--- src/rtl/pwm_deadtime.sv ---
// Three-phase dead-time inserter with gate-drive interlock.
// Each phase passes through an all-off dead interval before either gate is turned on.
module pwm_deadtime #(
    parameter int DT_WIDTH = 8,
    parameter int MIN_DT   = 2
) (
    input  logic                clk,
    input  logic                rstb,
    input  logic [2:0]          pwm_in,
    input  logic                dt_wen,
    input  logic [DT_WIDTH-1:0] dead_time,
    input  logic                enable,
    input  logic                fault_n,
    input  logic                fault_clear,
    output logic [2:0]          gate_hi,
    output logic [2:0]          gate_lo,
    output logic                fault_latched,
    output logic                busy
);

    typedef enum logic [1:0] {
        OFF   = 2'd0,
        DEAD  = 2'd1,
        HI_ON = 2'd2,
        LO_ON = 2'd3
    } phase_state_e;

    localparam logic [DT_WIDTH-1:0] MIN_DT_V = DT_WIDTH'(MIN_DT);
    localparam logic [DT_WIDTH-1:0] ONE_V    = DT_WIDTH'(1);

    function automatic logic [DT_WIDTH-1:0] clamp_dt(input logic [DT_WIDTH-1:0] v);
        return (v < MIN_DT_V) ? MIN_DT_V : v;
    endfunction

    logic                sync1_q, sync2_q;
    logic                fault_q, fault_d;
    logic [DT_WIDTH-1:0] dt_q, dt_d;
    logic [DT_WIDTH-1:0] dt_load;
    logic                kill;

    phase_state_e        state_q [3];
    phase_state_e        state_d [3];
    logic [DT_WIDTH-1:0] cnt_q   [3];
    logic [DT_WIDTH-1:0] cnt_d   [3];
    logic [2:0]          tgt_q, tgt_d;

    logic [2:0]          gate_hi_q, gate_hi_d;
    logic [2:0]          gate_lo_q, gate_lo_d;
    logic                busy_q, busy_d;

    // Kill acts on the same edge it is sampled; the registered gates make it visible one stage later.
    assign kill    = !enable || fault_q;
    assign dt_load = dt_q - ONE_V;

    always_comb begin
        dt_d = dt_wen ? clamp_dt(dead_time) : dt_q;

        // A synchronized fault sets the flag and beats a concurrent clear.
        if (!sync2_q) begin
            fault_d = 1'b1;
        end else if (fault_clear) begin
            fault_d = 1'b0;
        end else begin
            fault_d = fault_q;
        end

        tgt_d     = tgt_q;
        gate_hi_d = '0;
        gate_lo_d = '0;
        busy_d    = 1'b0;

        for (int i = 0; i < 3; i++) begin
            state_d[i] = state_q[i];
            cnt_d[i]   = cnt_q[i];

            if (kill) begin
                state_d[i] = OFF;
                cnt_d[i]   = '0;
            end else begin
                case (state_q[i])
                    OFF: begin
                        state_d[i] = DEAD;
                        cnt_d[i]   = dt_load;
                        tgt_d[i]   = pwm_in[i];
                    end
                    DEAD: begin
                        // A request change restarts the interval rather than shortening it.
                        if (pwm_in[i] != tgt_q[i]) begin
                            cnt_d[i] = dt_load;
                            tgt_d[i] = pwm_in[i];
                        end else if (cnt_q[i] == '0) begin
                            state_d[i] = tgt_q[i] ? HI_ON : LO_ON;
                        end else begin
                            cnt_d[i] = cnt_q[i] - ONE_V;
                        end
                    end
                    HI_ON: begin
                        if (!pwm_in[i]) begin
                            state_d[i] = DEAD;
                            cnt_d[i]   = dt_load;
                            tgt_d[i]   = 1'b0;
                        end
                    end
                    LO_ON: begin
                        if (pwm_in[i]) begin
                            state_d[i] = DEAD;
                            cnt_d[i]   = dt_load;
                            tgt_d[i]   = 1'b1;
                        end
                    end
                    default: begin
                        state_d[i] = OFF;
                        cnt_d[i]   = '0;
                    end
                endcase
            end

            gate_hi_d[i] = (state_d[i] == HI_ON);
            gate_lo_d[i] = (state_d[i] == LO_ON);
            busy_d       = busy_d || (state_d[i] == DEAD);
        end
    end

    always_ff @(posedge clk or negedge rstb) begin
        if (!rstb) begin
            sync1_q   <= 1'b1;
            sync2_q   <= 1'b1;
            fault_q   <= 1'b0;
            dt_q      <= MIN_DT_V;
            tgt_q     <= '0;
            gate_hi_q <= '0;
            gate_lo_q <= '0;
            busy_q    <= 1'b0;
            for (int i = 0; i < 3; i++) begin
                state_q[i] <= OFF;
                cnt_q[i]   <= '0;
            end
        end else begin
            sync1_q   <= fault_n;
            sync2_q   <= sync1_q;
            fault_q   <= fault_d;
            dt_q      <= dt_d;
            tgt_q     <= tgt_d;
            gate_hi_q <= gate_hi_d;
            gate_lo_q <= gate_lo_d;
            busy_q    <= busy_d;
            for (int i = 0; i < 3; i++) begin
                state_q[i] <= state_d[i];
                cnt_q[i]   <= cnt_d[i];
            end
        end
    end

    assign gate_hi       = gate_hi_q;
    assign gate_lo       = gate_lo_q;
    assign fault_latched = fault_q;
    assign busy          = busy_q;

endmodule

--- config.mk ---
export PLATFORM = sky130hd
export DESIGN_NAME = pwm_deadtime
export DESIGN_NICKNAME = d
export VERILOG_FILES = /design/src/rtl/pwm_deadtime.sv
export SDC_FILE = /design/constraint.sdc
export NUM_CORES = 1
export LEC_CHECK = 0
export ABC_AREA = 1
export BUFFER_PORTS_ARGS = -buffer_cell sky130_fd_sc_hd__buf_2
export CAP_MARGIN = 20
export CORE_MARGIN = 5
export CORE_UTILIZATION = 42
export CTS_CLUSTER_DIAMETER = 100
export CTS_CLUSTER_SIZE = 8
export DETAILED_ROUTE_END_ITERATION = 10
export PLACE_DENSITY_LB_ADDON = 0.08
export SLEW_MARGIN = 20
export SYNTH_ARGS = -nofsm -noshare
export SYNTH_HDL_FRONTEND = slang
export SYNTH_SLANG_ARGS = --single-unit
--- constraint.sdc ---
create_clock -name clk -period 2.7 [get_ports clk]
set_input_delay 0.27 -clock clk [delete_from_list [all_inputs] [get_ports clk]]
set_output_delay 0.27 -clock clk [all_outputs]
set_load 0.1 [all_outputs]
Word level (Yosys, flattened, before mapping) --
Index checks and enable logic that the tools add are counted.
Word-level totals: bits in registers 51, bits of input ports 17, output and inout bits 8, logic and storage cells 132
Cells by class: add/subtract/negate cells 4, magnitude comparators 1, equal/unequal tests 40, multiplexer cells 54, bitwise operators 1, reductions and logical operators 16
Operator list (number):
- 8-bit 2-to-1 mux | 16
- 8-bit case mux with 4 select lines | 3
- 8-bit by 1-bit subtractor with 8-bit output, second input constant | 4
- 2-bit 2-to-1 mux | 15
- 2-bit equality test, second input constant | 12
- 8-bit logical NOT | 3
- 2-bit case mux with 4 select lines | 3
- 2-bit != test, second input constant | 10
- 3-bit != test, second input constant | 6
- 1-bit 2-to-1 mux | 14
- 2-bit by 1-bit equality test with 1-bit output, second input constant | 6
- 4-bit != test, second input constant | 3
- 1-bit case mux with 4 select lines | 3
- 4-bit AND reduction | 3
- 3-bit AND reduction | 3
- 8-bit by 2-bit less-than comparator with 1-bit output, second input constant | 1
- 2-bit logical NOT | 3
- 1-bit logical OR | 3
- 1-bit != test | 3
- 1-bit logical NOT | 1
- 1-bit inverter | 1

Depth between registers and ports, before layout --
Gate-level depths: netlist of the first run.
word-level depth 8, mapped depth 10, depth with buffers taken out 10

Least setup slack after synthesis of the first run --
Ideal clock, no wire load.
path type register -> register, start point reg fault_q (netlist: fault_latched), end point reg cnt_q[4] (netlist bit), library setup time 0.120 ns, arrival time 1.631 ns, slack 0.949 ns, stages on the path, launching flop included 7, buffers on the path 1, clock period less this slack 1.751 ns, cell sequence dfrtp_1 nor2_8 buf_4 nand2_1 nor2_1 o21ai_1 nand2_1
On the way: cells in the longest elaborated chain, start to end 3, elaborated cells between the ends (all ways) 6, those cells by class eq/ne: 3; mux: 1; reduce/logical: 2
RTL lines:
- start: declaration | line 36 | logic fault_q, fault_d;
- start signal: assignment | line 141 | fault_q <= fault_d;
- 1-bit logical OR * | line 52 | assign kill = !enable || fault_q;
- 4-bit != test (no line) or 3-bit != test (tied branches)
- 3-bit AND reduction (no line)
- end signal: indexed assignment | line 149 | cnt_q[i] <= cnt_d[i];
- end: declaration | line 43 | logic [DT_WIDTH-1:0] cnt_q [3];
Every way passes the cells marked *; elsewhere a longest branch is shown, timed or not. A chain may end at the register's enable or synchronous reset.

Worst setup path after layout of the first run --
start point reg dt_q[1], end point reg cnt_q[4] (netlist bit)
On the way: cells in the longest elaborated chain, start to end 4, elaborated cells between the ends (all ways) 6, those cells by class add/sub: 1; mux: 5
RTL lines:
- start: declaration | line 37 | logic [DT_WIDTH-1:0] dt_q, dt_d;
- start signal: assignment | line 142 | dt_q <= dt_d;
- 8-bit by 1-bit subtractor with 8-bit output * | line 53 | assign dt_load = dt_q - ONE_V;
- 8-bit 2-to-1 mux (on tied branches) | line 105, 88, 98
- 8-bit case mux with 4 select lines * | line 80 | case (state_q[i])
- 8-bit 2-to-1 mux * | line 76 | if (kill) begin
Every way passes the cells marked *; elsewhere a longest branch is shown, timed or not. The select of a mux whose other input is x is not followed.

==> results.yml, run 1 <==
placement:
  port_buffers: 24
  gp_congestion: 0.8329
  dp.cells: 537
  dp_slack_ps: 1133
  hpwl_um: 5264
clock_network:
  postCtsHoldBufs: 0
  clk_latency_ps: 310
  ctsRootBufferMaster: "clkbuf_8"
  cts.path.max_buffers: 2
  numCtsBuffers: 5
  cts_tree: "done"
  post-cts-setup-buffers: 0
  ctsResizeCount: 0
  clkSinkCount: 51
  clk_pin_slew_worst_paths_ps: 100
  htree_levels: 2
floorplanning:
  coreArea_sq_um: 7176
  die_h_um: 95.47
  pin_count: 25
  dieArea_sq_um: 9114
  die_w_um: 95.47
  start_util_pct: 42.76
  rows: 31
synthesis:
  netlist_area_sq_um: 3068
  ys_seq_area_share_pct: 41.72
  synth_cells: 416
  synth_most_common_cell: "nand2_1"
  yosys_warnings: 0
  synth.top_cells.by_area: "dfrtp_1 (39%), nand2_1 (13%), nand3_1 (8.2%)"
  ys_ff_latch: 51
  synth_nets: 438
  synth_top_area_share_pct: 39.15
  synthFlopType: "dfrtp_1"
  syn_area_per_cell_sq_um: 7.375
  yosysUniqueCellTypes: 32
  synth_async_sr_flop_share_pct: 100.0
  synth_edf_count: 0
  synth_top_cell_by_area: "dfrtp_1"
  netlist_top_cells_count: "nand2_1 (104), inv_1 (50), nand3_1 (50)"
setup_path:
  cp_cell_sequence: "inv_1 -> ha_1 -> nand3_1 -> xor2_1 -> nor2_1 -> o21ai_1 -> nand2_1"
  cp-end-kind: "flip-flop"
  crit_path_max_fanout: 3
  startpoint: "dt_q[1]"
  cp-start-kind: "flip-flop"
  critPathArrivalTime_ps: 1790
  slowest_stage: "dfstp_2"
  crit_path_end: "cnt_q[4]"
  crit_cells: 7
  worstPathRequired_ps: 2900
  regToRegEndpoint: "cnt_q[4]"
  critPathKind: "flip-flop to flip-flop"
  path_buf_inv: 1
  r2r-start: "dt_q[1]"
  cpLargestDelayFamily: "flip-flops"
  cpPeakStageDelay_ps: 540
  rr_worst_depth: 7
  r2r_slack_ps: 1120
timing:
  finalHoldViolCount: 0
  fin_crit_ps: 1584
  setup_viol: 0
  tightest_slew_ps: 661.5
  final.setup.tns_ps: 0
  layout_setup_ws_ps: 1116
  rsz0062_at_grt: "no"
  clock.fmax_mhz: 631.5
  report.final.slew_viol_count: 0
  slew_headroom_pct: 55.90
  finalClockSkew_ps: 8.621
  fin_crit_sh_pct: 58.65
drt:
  dr.pass1.iters: 4
  drc: 0
  drt-wirelength-per-cell_um: 12.92
  wirelength_um: 7041
  drtIter0Drc: 75
  ant_nets: 0
  num_vias: 2696
  via_per_inst: 4.947
hold_path:
  worstHoldPathType: "primary input to flip-flop"
  min_from: "fault_n"
power_and_ir_drop:
  power.density_nw_per_um2: 530.6
  vdd_drop_max_mv: 0.1890
  p_total_mw: 1.809
  leakagePower_nw: 1.795
global_routing:
  grt_start_max_net_pins: 52
  grt-ovfl-total: 0
  gr-usage-all-layers_pct: 17.25
  grt_pass1_vias: 2642
  antenna_found_initial: 0
  grt_pass1_wl_um: 12270
status:
  outcome: "finished clean"
layout:
  stdcell_count: 545
  drive_gt1_share_pct: 17.49
  nNetsFinal: 467
  diodes: 0
  area_delta_synth_final_pct: 11.13
  utilization_pct: 47.52
job:
  drv_cap: 0
-- logic make-up (layout without fill, tap and decap cells) --
family          Yosys count  count (layout)  share of synthesized area [%]
simple gates            231             231                          35.81
flops                    51              51                          41.72
compound gates           57              57                          9.951
buf+inv                  66              96                          8.768
xor+xnor                  6               6                          1.713
fa+ha+maj                 5               5                          2.039
-- how the worst min path moves through the flow --
stage | to | cells after the start
2_1_floorplan | busy | 0
3_3_place_gp | sync2_q | 0
3_5_place_dp | sync2_q | 0
4_1_cts | sync1_q | 1
5_1_grt | sync1_q | 1
6_report | sync1_q | 1
-- layer usage --
layer	global-route usage (%)	share of wire, %	vias up
li1	-	-	1390
met4	6.517	2.4	0
met2	27.81	45	45
met5	0	0	-
met3	2.684	2.7	14
met1	23.33	49	1247
-- cells in the final DEF, fill, tap and decap left out, types with 2 or more instances in the layout --
master    count
clkbuf_1      2
nor2_8        2
dfstp_2       3
nand2_4       6
clkbuf_8      5
o22ai_1       5
dfrtp_1      48
ha_1          5
nand3_1      50
o21ai_0      30
a21oi_1       3
inv_1        50
o21a_1        2
nor2_4        3
o21ai_2       2
o21ai_1      14
nand4_1       5
nand2_1     104
xnor2_1       2
xor2_1        4
buf_2        24
nor2_1       41
inv_2        11
nor2_2        2
nand2_2      13
buf_4         2
-- sequential cells by signal (all words and copies together), names as in the netlist --
register	cells
gate_lo	3
dt_q	8
busy	1
fault_latched	1
state_q	6
sync2_q	1
cnt_q	24
tgt_q	3
sync1_q	1
gate_hi	3
-- worst reg2reg max path, stage by stage, from the launching register on --
cell     delay, ps
dfstp_2        540
inv_1           60
ha_1           220
nand3_1        120
xor2_1         270
nor2_1          90
o21ai_1        130
nand2_1         60
-- cell type report --
class | count | area (sq um)
Fill cell | 740 | 3766
Multi-Input combinational cell | 299 | 1519
Sequential cell | 51 | 1280
Inverter | 62 | 245.2
Timing Repair Buffer | 26 | 135.1
Tap cell | 99 | 123.9
Clock buffer | 7 | 76.32
Clock inverter | 1 | 30.03
-- per-stage QoR --
stage	instance area, sq um	hold WS (ps)
after global placement	3303	345.8
final	3410	57.60
after floorplan	3068	-25.59
after CTS	3410	45.30
after detailed placement	3303	349.4
after global routing	3410	37.52
-- power breakdown --
part | switching [mW] | internal [mW] | total (mW)
registers | 0.0419 | 0.812 | 0.854
clock network | 0.255 | 0.278 | 0.533
logic | 0.287 | 0.135 | 0.422
total | 0.584 | 1.23 | 1.81
Note: power is estimated with default switching activity, not from simulation.
==> run 2, diff against run 1 <==
--- a/config.mk
+++ b/config.mk
@@ -5,7 +5,7 @@
 export SDC_FILE = /design/constraint.sdc
 export NUM_CORES = 1
 export LEC_CHECK = 0
-export ABC_AREA = 1
+export ABC_AREA = 0
 export BUFFER_PORTS_ARGS = -buffer_cell sky130_fd_sc_hd__buf_2
 export CAP_MARGIN = 20
 export CORE_MARGIN = 5
==> constraint.sdc (replaced) <==
create_clock -name clk -period 1.35 [get_ports clk]
set_input_delay 0.135 -clock clk [delete_from_list [all_inputs] [get_ports clk]]
set_output_delay 0.135 -clock clk [all_outputs]
set_load 0.1 [all_outputs]
==> run 2 against run 1 <==
  * The run now ends with setup timing left
  * Sequential power increased by 99%
  * Sequential cell count unchanged
  * Die area decreased by 5.2%
  * Total power increased by 140%
  * Sequential share of layout area decreased by 10 points
  * Cell count decreased by 2.6%
  * Setup slack got worse by 1500 ps
  * Hold slack improved by 3.9 ps
  * Critical path type unchanged
  * Critical endpoint is now cnt_q[6]
  * Largest cell class unchanged
==> results.yml, run 2 <==
timing:
  finalClockSkew_ps: 13.48
  hold_ws_ps: 61.54
  rsz0062_at_grt: "yes"
  report.final.slew_viol_count: 0
  fin_crit_sh_pct: 125.2
  slew_headroom_pct: 66.15
  finalHoldViolCount: 0
  layout_setup_ws_ps: -340.4
  tightest_slew_ps: 507.8
  setup_viol: 37
  clock.fmax_mhz: 591.6
  fin_crit_ps: 1690
placement:
  gp_congestion: 0.8499
  hpwl_um: 5855
  dp_slack_ps: -489.3
  dp.cells: 496
  port_buffers: 24
synthesis:
  synth_async_sr_flop_share_pct: 100.0
  synthFlopType: "dfrtp_1"
  yosysUniqueCellTypes: 61
  ys_ff_latch: 51
  synth_edf_count: 0
  netlist_top_cells_count: "dfrtp_1 (48), o21ai_0 (25), nand2_1 (22), nor2_1 (22), inv_1 (18)"
  ys_seq_area_share_pct: 44.30
  synth.top_cells.by_area: "dfrtp_1 (42%), o21ai_0 (4.3%), nand2_1 (2.9%)"
  syn_area_per_cell_sq_um: 9.630
  synth_top_area_share_pct: 41.58
  netlist_area_sq_um: 2889
  synth_nets: 322
  synth_top_cell_by_area: "dfrtp_1"
  synth_cells: 300
  synth_most_common_cell: "dfrtp_1"
  yosys_warnings: 0
hold_path:
  worstHoldPathType: "primary input to flip-flop"
  min_from: "dead_time[0]"
layout:
  final_cell_mix: "buf_4 (104), dfrtp_1 (47), buf_2 (24), buf_6 (20), nor2_1 (18)"
  largestRegisters: "cnt_q (24), dt_q (8), state_q (6)"
  regArea_sq_um: 1284
  area_delta_synth_final_pct: 63.27
  final_common_cell: "buf_4"
  nNetsFinal: 472
  largest_reg_flops: 24
  largest_register: "cnt_q"
  fillCellCount: 504
  utilization_pct: 69.81
  drive_gt1_share_pct: 57.21
  multi_input_area_sq_um: 1957
  stdcell_count: 531
  diodes: 0
drt:
  dr.pass1.iters: 4
  via_per_inst: 5.369
  drc: 0
  drtIter0Drc: 138
  wirelength_um: 8713
  num_vias: 2851
  drt-wirelength-per-cell_um: 16.41
  ant_nets: 0
power_and_ir_drop:
  vdd_drop_max_mv: 0.4613
  leakagePower_nw: 2.179
  p_total_mw: 4.317
  power.density_nw_per_um2: 915.1
setup_path:
  slowest_stage: "dfrtp_1"
  r2r-start: "cnt_q[1]"
  critPathArrivalTime_ps: 1890
  cpLargestDelayFamily: "compound AO/OA/AOI/OAI gates"
  cp-end-kind: "flip-flop"
  cpPeakStageDelay_ps: 410
  cp_cell_sequence: "inv_2 -> ha_4 -> nor4b_4 -> nand2_1 -> o22a_2 -> buf_6 -> a32o_1"
  startpoint: "cnt_q[1]"
  critPathKind: "flip-flop to flip-flop"
  crit_path_max_fanout: 5
  cp-start-kind: "flip-flop"
  path_buf_inv: 2
  worstPathRequired_ps: 1550
clock_network:
  cts_tree: "done"
  clkSinkCount: 51
  htree_levels: 2
  clk_pin_slew_worst_paths_ps: 100
  clk_latency_ps: 310
  numCtsBuffers: 5
  cts.path.max_buffers: 2
  ctsRootBufferMaster: "clkbuf_8"
floorplanning:
  pin_count: 25
  dieArea_sq_um: 8637
  rows: 30
  coreArea_sq_um: 6756
  start_util_pct: 42.76
  die_h_um: 92.94
  die_w_um: 92.94
status:
  violations: "setup timing"
  outcome: "complete, but fails checks"
global_routing:
  grt-ovfl-total: 0
  antenna_found_initial: 0
  grt_pass1_vias: 2852
  grt_pass1_wl_um: 13880
  grt_start_max_net_pins: 24
  gr-usage-all-layers_pct: 20.20
job:
  drv_cap: 0
[run 2: cell type report]
class | instances | share of cell area (%)
sequential | 51 | 27.21
multi-input combinational | 220 | 41.49
clock buffer | 7 | 1.618
timing repair buffer | 153 | 25.36
clock inverter | 1 | 0.6366
inverter | 19 | 1.565
tap | 80 | 2.122
[run 2: worst paths after layout]
path                              end  cells after the start  slack (ps)
max                          cnt_q[6]                      7        -340
min                           dt_q[0]                      3          60
max reg2reg                  cnt_q[6]                      7        -340
min reg2reg                   sync2_q                      0         360
max in group asynchronous   cnt_q[19]                      3         490
min in group asynchronous  state_q[3]                      2         330
[run 2: cells by family (layout without fill, tap and decap cells)]
| logic type | after synthesis | after routing | share of synthesized area [%] |
|---|---|---|---|
| and+or+nand+nor | 111 | 111 | 22.26 |
| xor gates and xnor gates | 12 | 12 | 3.898 |
| muxes | 10 | 10 | 3.724 |
| adders and majority gates | 5 | 5 | 2.165 |
| AOI/OAI and AO/OA | 81 | 82 | 19.45 |
| DFF | 51 | 51 | 44.30 |
| buffers and inverters | 30 | 180 | 4.201 |
[run 2: timing repair]
action,CTS,global route
endpoints found under the setup margin,37,39
buffers inserted,14,8
hold buffers,3,0
pin swaps,38,25
gates resized for setup,77,42
cloned,1,1
hold endpoints to repair,17,0
[run 2: worst register-to-register path, delay by kind of cell (launching register included)]
family / cells / cell delay [ps]
compound gates: 2 / 500
flops: 1 / 410
simple gates: 2 / 310
buf+inv: 2 / 230
fa+ha+maj: 1 / 130
[run 2: where the power goes]
part / internal (mW) / leakage, nW / switching, mW / total (mW)
clock: 0.556 / 0.0524 / 0.507 / 1.06
combinational: 0.794 / 1.46 / 0.756 / 1.55
sequential: 1.62 / 0.667 / 0.0794 / 1.70
total: 2.97 / 2.18 / 1.34 / 4.32
[run 2: per-layer routing]
| metal | global-route usage [%] | part of all wire (%) | up-vias |
|---|---|---|---|
| met2 | 33.59 | 51 | 57 |
| met4 | 4.762 | 1.2 | 0 |
| met3 | 3.331 | 3.0 | 12 |
| met5 | 0 | 0 | - |
| li1 | - | - | 1390 |
| met1 | 27.49 | 45 | 1392 |
[run 2: through the flow]
| stage | cell area [sq um] | setup TNS, ps |
|---|---|---|
| 2_1_floorplan | 3007 | -9802 |
| 3_5_place_dp | 3960 | -10570 |
| 5_1_grt | 4717 | -12270 |
| 6_report | 4717 | -9321 |
| 4_1_cts | 4486 | -8618 |
| 3_3_place_gp | 3960 | -9894 |
==> run 3, diff against run 2 <==
--- a/config.mk
+++ b/config.mk
@@ -8,11 +8,11 @@
 export ABC_AREA = 0
 export BUFFER_PORTS_ARGS = -buffer_cell sky130_fd_sc_hd__buf_2
 export CAP_MARGIN = 20
-export CORE_MARGIN = 5
 export CORE_UTILIZATION = 42
 export CTS_CLUSTER_DIAMETER = 100
 export CTS_CLUSTER_SIZE = 8
 export DETAILED_ROUTE_END_ITERATION = 10
+export HOLD_SLACK_MARGIN = 0.05
 export PLACE_DENSITY_LB_ADDON = 0.08
 export SLEW_MARGIN = 20
 export SYNTH_ARGS = -nofsm -noshare
==> run 3 against run 2 <==
  * The flow still finishes with violations (setup timing)
  * Cell area fell by 2.4%
  * Total power increased by 3.5%
  * Hold slack gained 19 ps
  * Sequential share of layout area grew 0.68 points
  * Sequential cell count did not move
  * Setup slack worse by 13 ps
  * Clock skew decreased by 3.7 ps
  * Critical path depth is 1 higher
  * Cell count decreased by 4.1%
  * Clock power rose by 21%
  * Wire length is 2.6% lower
  * Largest power group unchanged
==> results.yml, run 3 (synthesized netlist as in run 2, its figures left out) <==
hold_path:
  min_path_cells: 2
  holdPathEnd: "dt_q[7]"
  worstHoldPathType: "primary input to flip-flop"
  min_from: "dead_time[7]"
status:
  violations: "setup timing"
  outcome: "complete, but fails checks"
clock_network:
  clkSinkCount: 51
  cts.path.max_buffers: 2
  numCtsBuffers: 5
  ctsRootBufferMaster: "clkbuf_8"
  clk_latency_ps: 310
  htree_levels: 2
  cts_tree: "done"
  clk_pin_slew_worst_paths_ps: 100
drt:
  wirelength_um: 8489
  drtIter0Drc: 112
  drc: 0
  ant_nets: 0
  drt-wirelength-per-cell_um: 16.68
  num_vias: 2873
  dr.pass1.iters: 6
  via_per_inst: 5.644
layout:
  area_delta_synth_final_pct: 59.29
  diodes: 0
  drive_gt1_share_pct: 55.56
  largestRegisters: "cnt_q (24), dt_q (8), state_q (6)"
  largest_reg_flops: 24
  nNetsFinal: 453
  final_cell_mix: "buf_4 (89), dfrtp_1 (47), buf_2 (23), nand2_1 (16), nor2_1 (16)"
  utilization_pct: 70.85
  largest_register: "cnt_q"
  final_common_cell: "buf_4"
setup_path:
  critPathArrivalTime_ps: 1910
  cp-end-kind: "flip-flop"
  regToRegEndpoint: "cnt_q[17]"
  rr_worst_depth: 8
  cp-start-kind: "flip-flop"
  crit_path_max_fanout: 4
  critPathKind: "flip-flop to flip-flop"
  worstPathRequired_ps: 1560
  r2r-start: "cnt_q[16]"
  r2r_slack_ps: -350
timing:
  finalHoldViolCount: 0
  setup_viol: 37
  clock.fmax_mhz: 586.9
  fin_crit_ps: 1704
  fin_crit_sh_pct: 126.2
  report.final.slew_viol_count: 0
  rsz0062_at_grt: "yes"
  tightest_slew_ps: 498.7
  finalClockSkew_ps: 9.783
  slew_headroom_pct: 66.75
  layout_setup_ws_ps: -353.8
  final.setup.tns_ps: -9505
power_and_ir_drop:
  p_sw_share_pct: 30.62
  vdd_drop_max_mv: 0.6468
  p_clk_share_pct: 28.7
  internal_power_mw: 3.100
  power.density_nw_per_um2: 970.9
  seqPwrFrac_pct: 38.2
  leakagePower_nw: 2.101
  power.share.combinational_pct: 33.1
  p_switching_mw: 1.368
placement:
  port_buffers: 24
  gp_congestion: 0.9065
  hpwl_um: 5893
global_routing:
  antenna_found_initial: 0
  grt_pass1_vias: 2932
  grt_pass1_wl_um: 13890
  met2_usage_pct: 40.95
  gr-usage-all-layers_pct: 24.55
  grt_start_max_net_pins: 26
  grt_most_used_layer: "met2"
  grt-ovfl-total: 0
  use_met1_pct: 31.25
  grt_util_met3_pct: 4.183
floorplanning:
  dieArea_sq_um: 7214
  die_h_um: 84.94
  pin_count: 25
  die_w_um: 84.94
  rows: 29
  start_util_pct: 44.48
  coreArea_sq_um: 6495
job:
  drv_cap: 0
run 3: cell types whose count changed in the layout (fill, tap and decap cells not counted), moves of 3 or more:
cell,change
o21ai_0,+3
buf_4,-15
a21oi_1,+3
nor4_4,+3
a21oi_2,-4
o21ai_1,-4
nor2_2,+3
buf_6,-5
run 3: metal layers:
layer  share of wire (%)  vias up  routed length, um
li1                    -     1356                  -
met1                  44     1404               3748
met2                  49       84               4153
met5                   0        -                  0
met4                 3.7        0                312
met3                 3.2       29                274
run 3: what timing repair did:
| action | in CTS | in global routing |
|---|---|---|
| resized for setup | 73 | 40 |
| setup endpoints to repair | 37 | 39 |
| cloned | 1 | 0 |
| pin swaps | 34 | 28 |
| buffers inserted | 8 | 7 |
| hold buffers | 5 | 0 |
| hold endpoints to repair | 18 | 0 |
run 3: final cells by class:
type | instances | area (sq um)
clock buffers | 5 | 68.82
clock inverters | 3 | 67.56
fillers | 462 | 1893
inverters | 19 | 73.82
multi-input cells | 220 | 1969
flip-flops and latches | 51 | 1284
well taps | 77 | 96.34
repair buffers | 134 | 1042
run 3: how the worst max path moves through the flow:
| stage | from | to | slack (ps) | cells after the start |
|---|---|---|---|---|
| 6_report | cnt_q[16] | cnt_q[17] | -350 | 8 |
| 2_1_floorplan | fault_latched | cnt_q[6] | -420 | 5 |
| 5_1_grt | cnt_q[8] | cnt_q[8] | -480 | 8 |
| 3_5_place_dp | dt_q[1] | cnt_q[22] | -390 | 6 |
| 4_1_cts | cnt_q[0] | cnt_q[6] | -330 | 7 |
| 3_3_place_gp | cnt_q[1] | cnt_q[1] | -380 | 7 |
run 3: power groups by stage:
stage | logic, mW | registers, mW | clock network, mW
final | 1.48 | 1.71 | 1.28
after global routing | 1.60 | 1.72 | 1.36
after CTS | 1.37 | 1.70 | 1.32
after detailed placement | 1.19 | 1.73 | 0
after global placement | 1.17 | 1.72 | 0
after floorplan | 0.567 | 1.79 | 0
run 3: per-stage QoR:
| stage | cell area [sq um] | total power, mW | hold WS (ps) | instances | setup WS [ps] |
|---|---|---|---|---|---|
| 2_1_floorplan | 3007 | 2.358 | -160.6 | 300 | -421.3 |
| 3_3_place_gp | 3896 | 2.897 | 123.1 | 485 | -379.7 |
| 3_5_place_dp | 3896 | 2.917 | 125.5 | 485 | -393.3 |
| 4_1_cts | 4408 | 4.395 | 67.10 | 506 | -334.6 |
| 5_1_grt | 4602 | 4.686 | 66.45 | 509 | -480.5 |
| 6_report | 4602 | 4.468 | 80.69 | 509 | -353.8 |
run 3: critical path, cell delays in order (launching register included):
cell and delay (ps):
dfrtp_1 380, inv_2 60, ha_4 150, nor4b_4 120
and2_4 180, a31oi_4 270, inv_2 110, buf_4 140
a32o_1 190
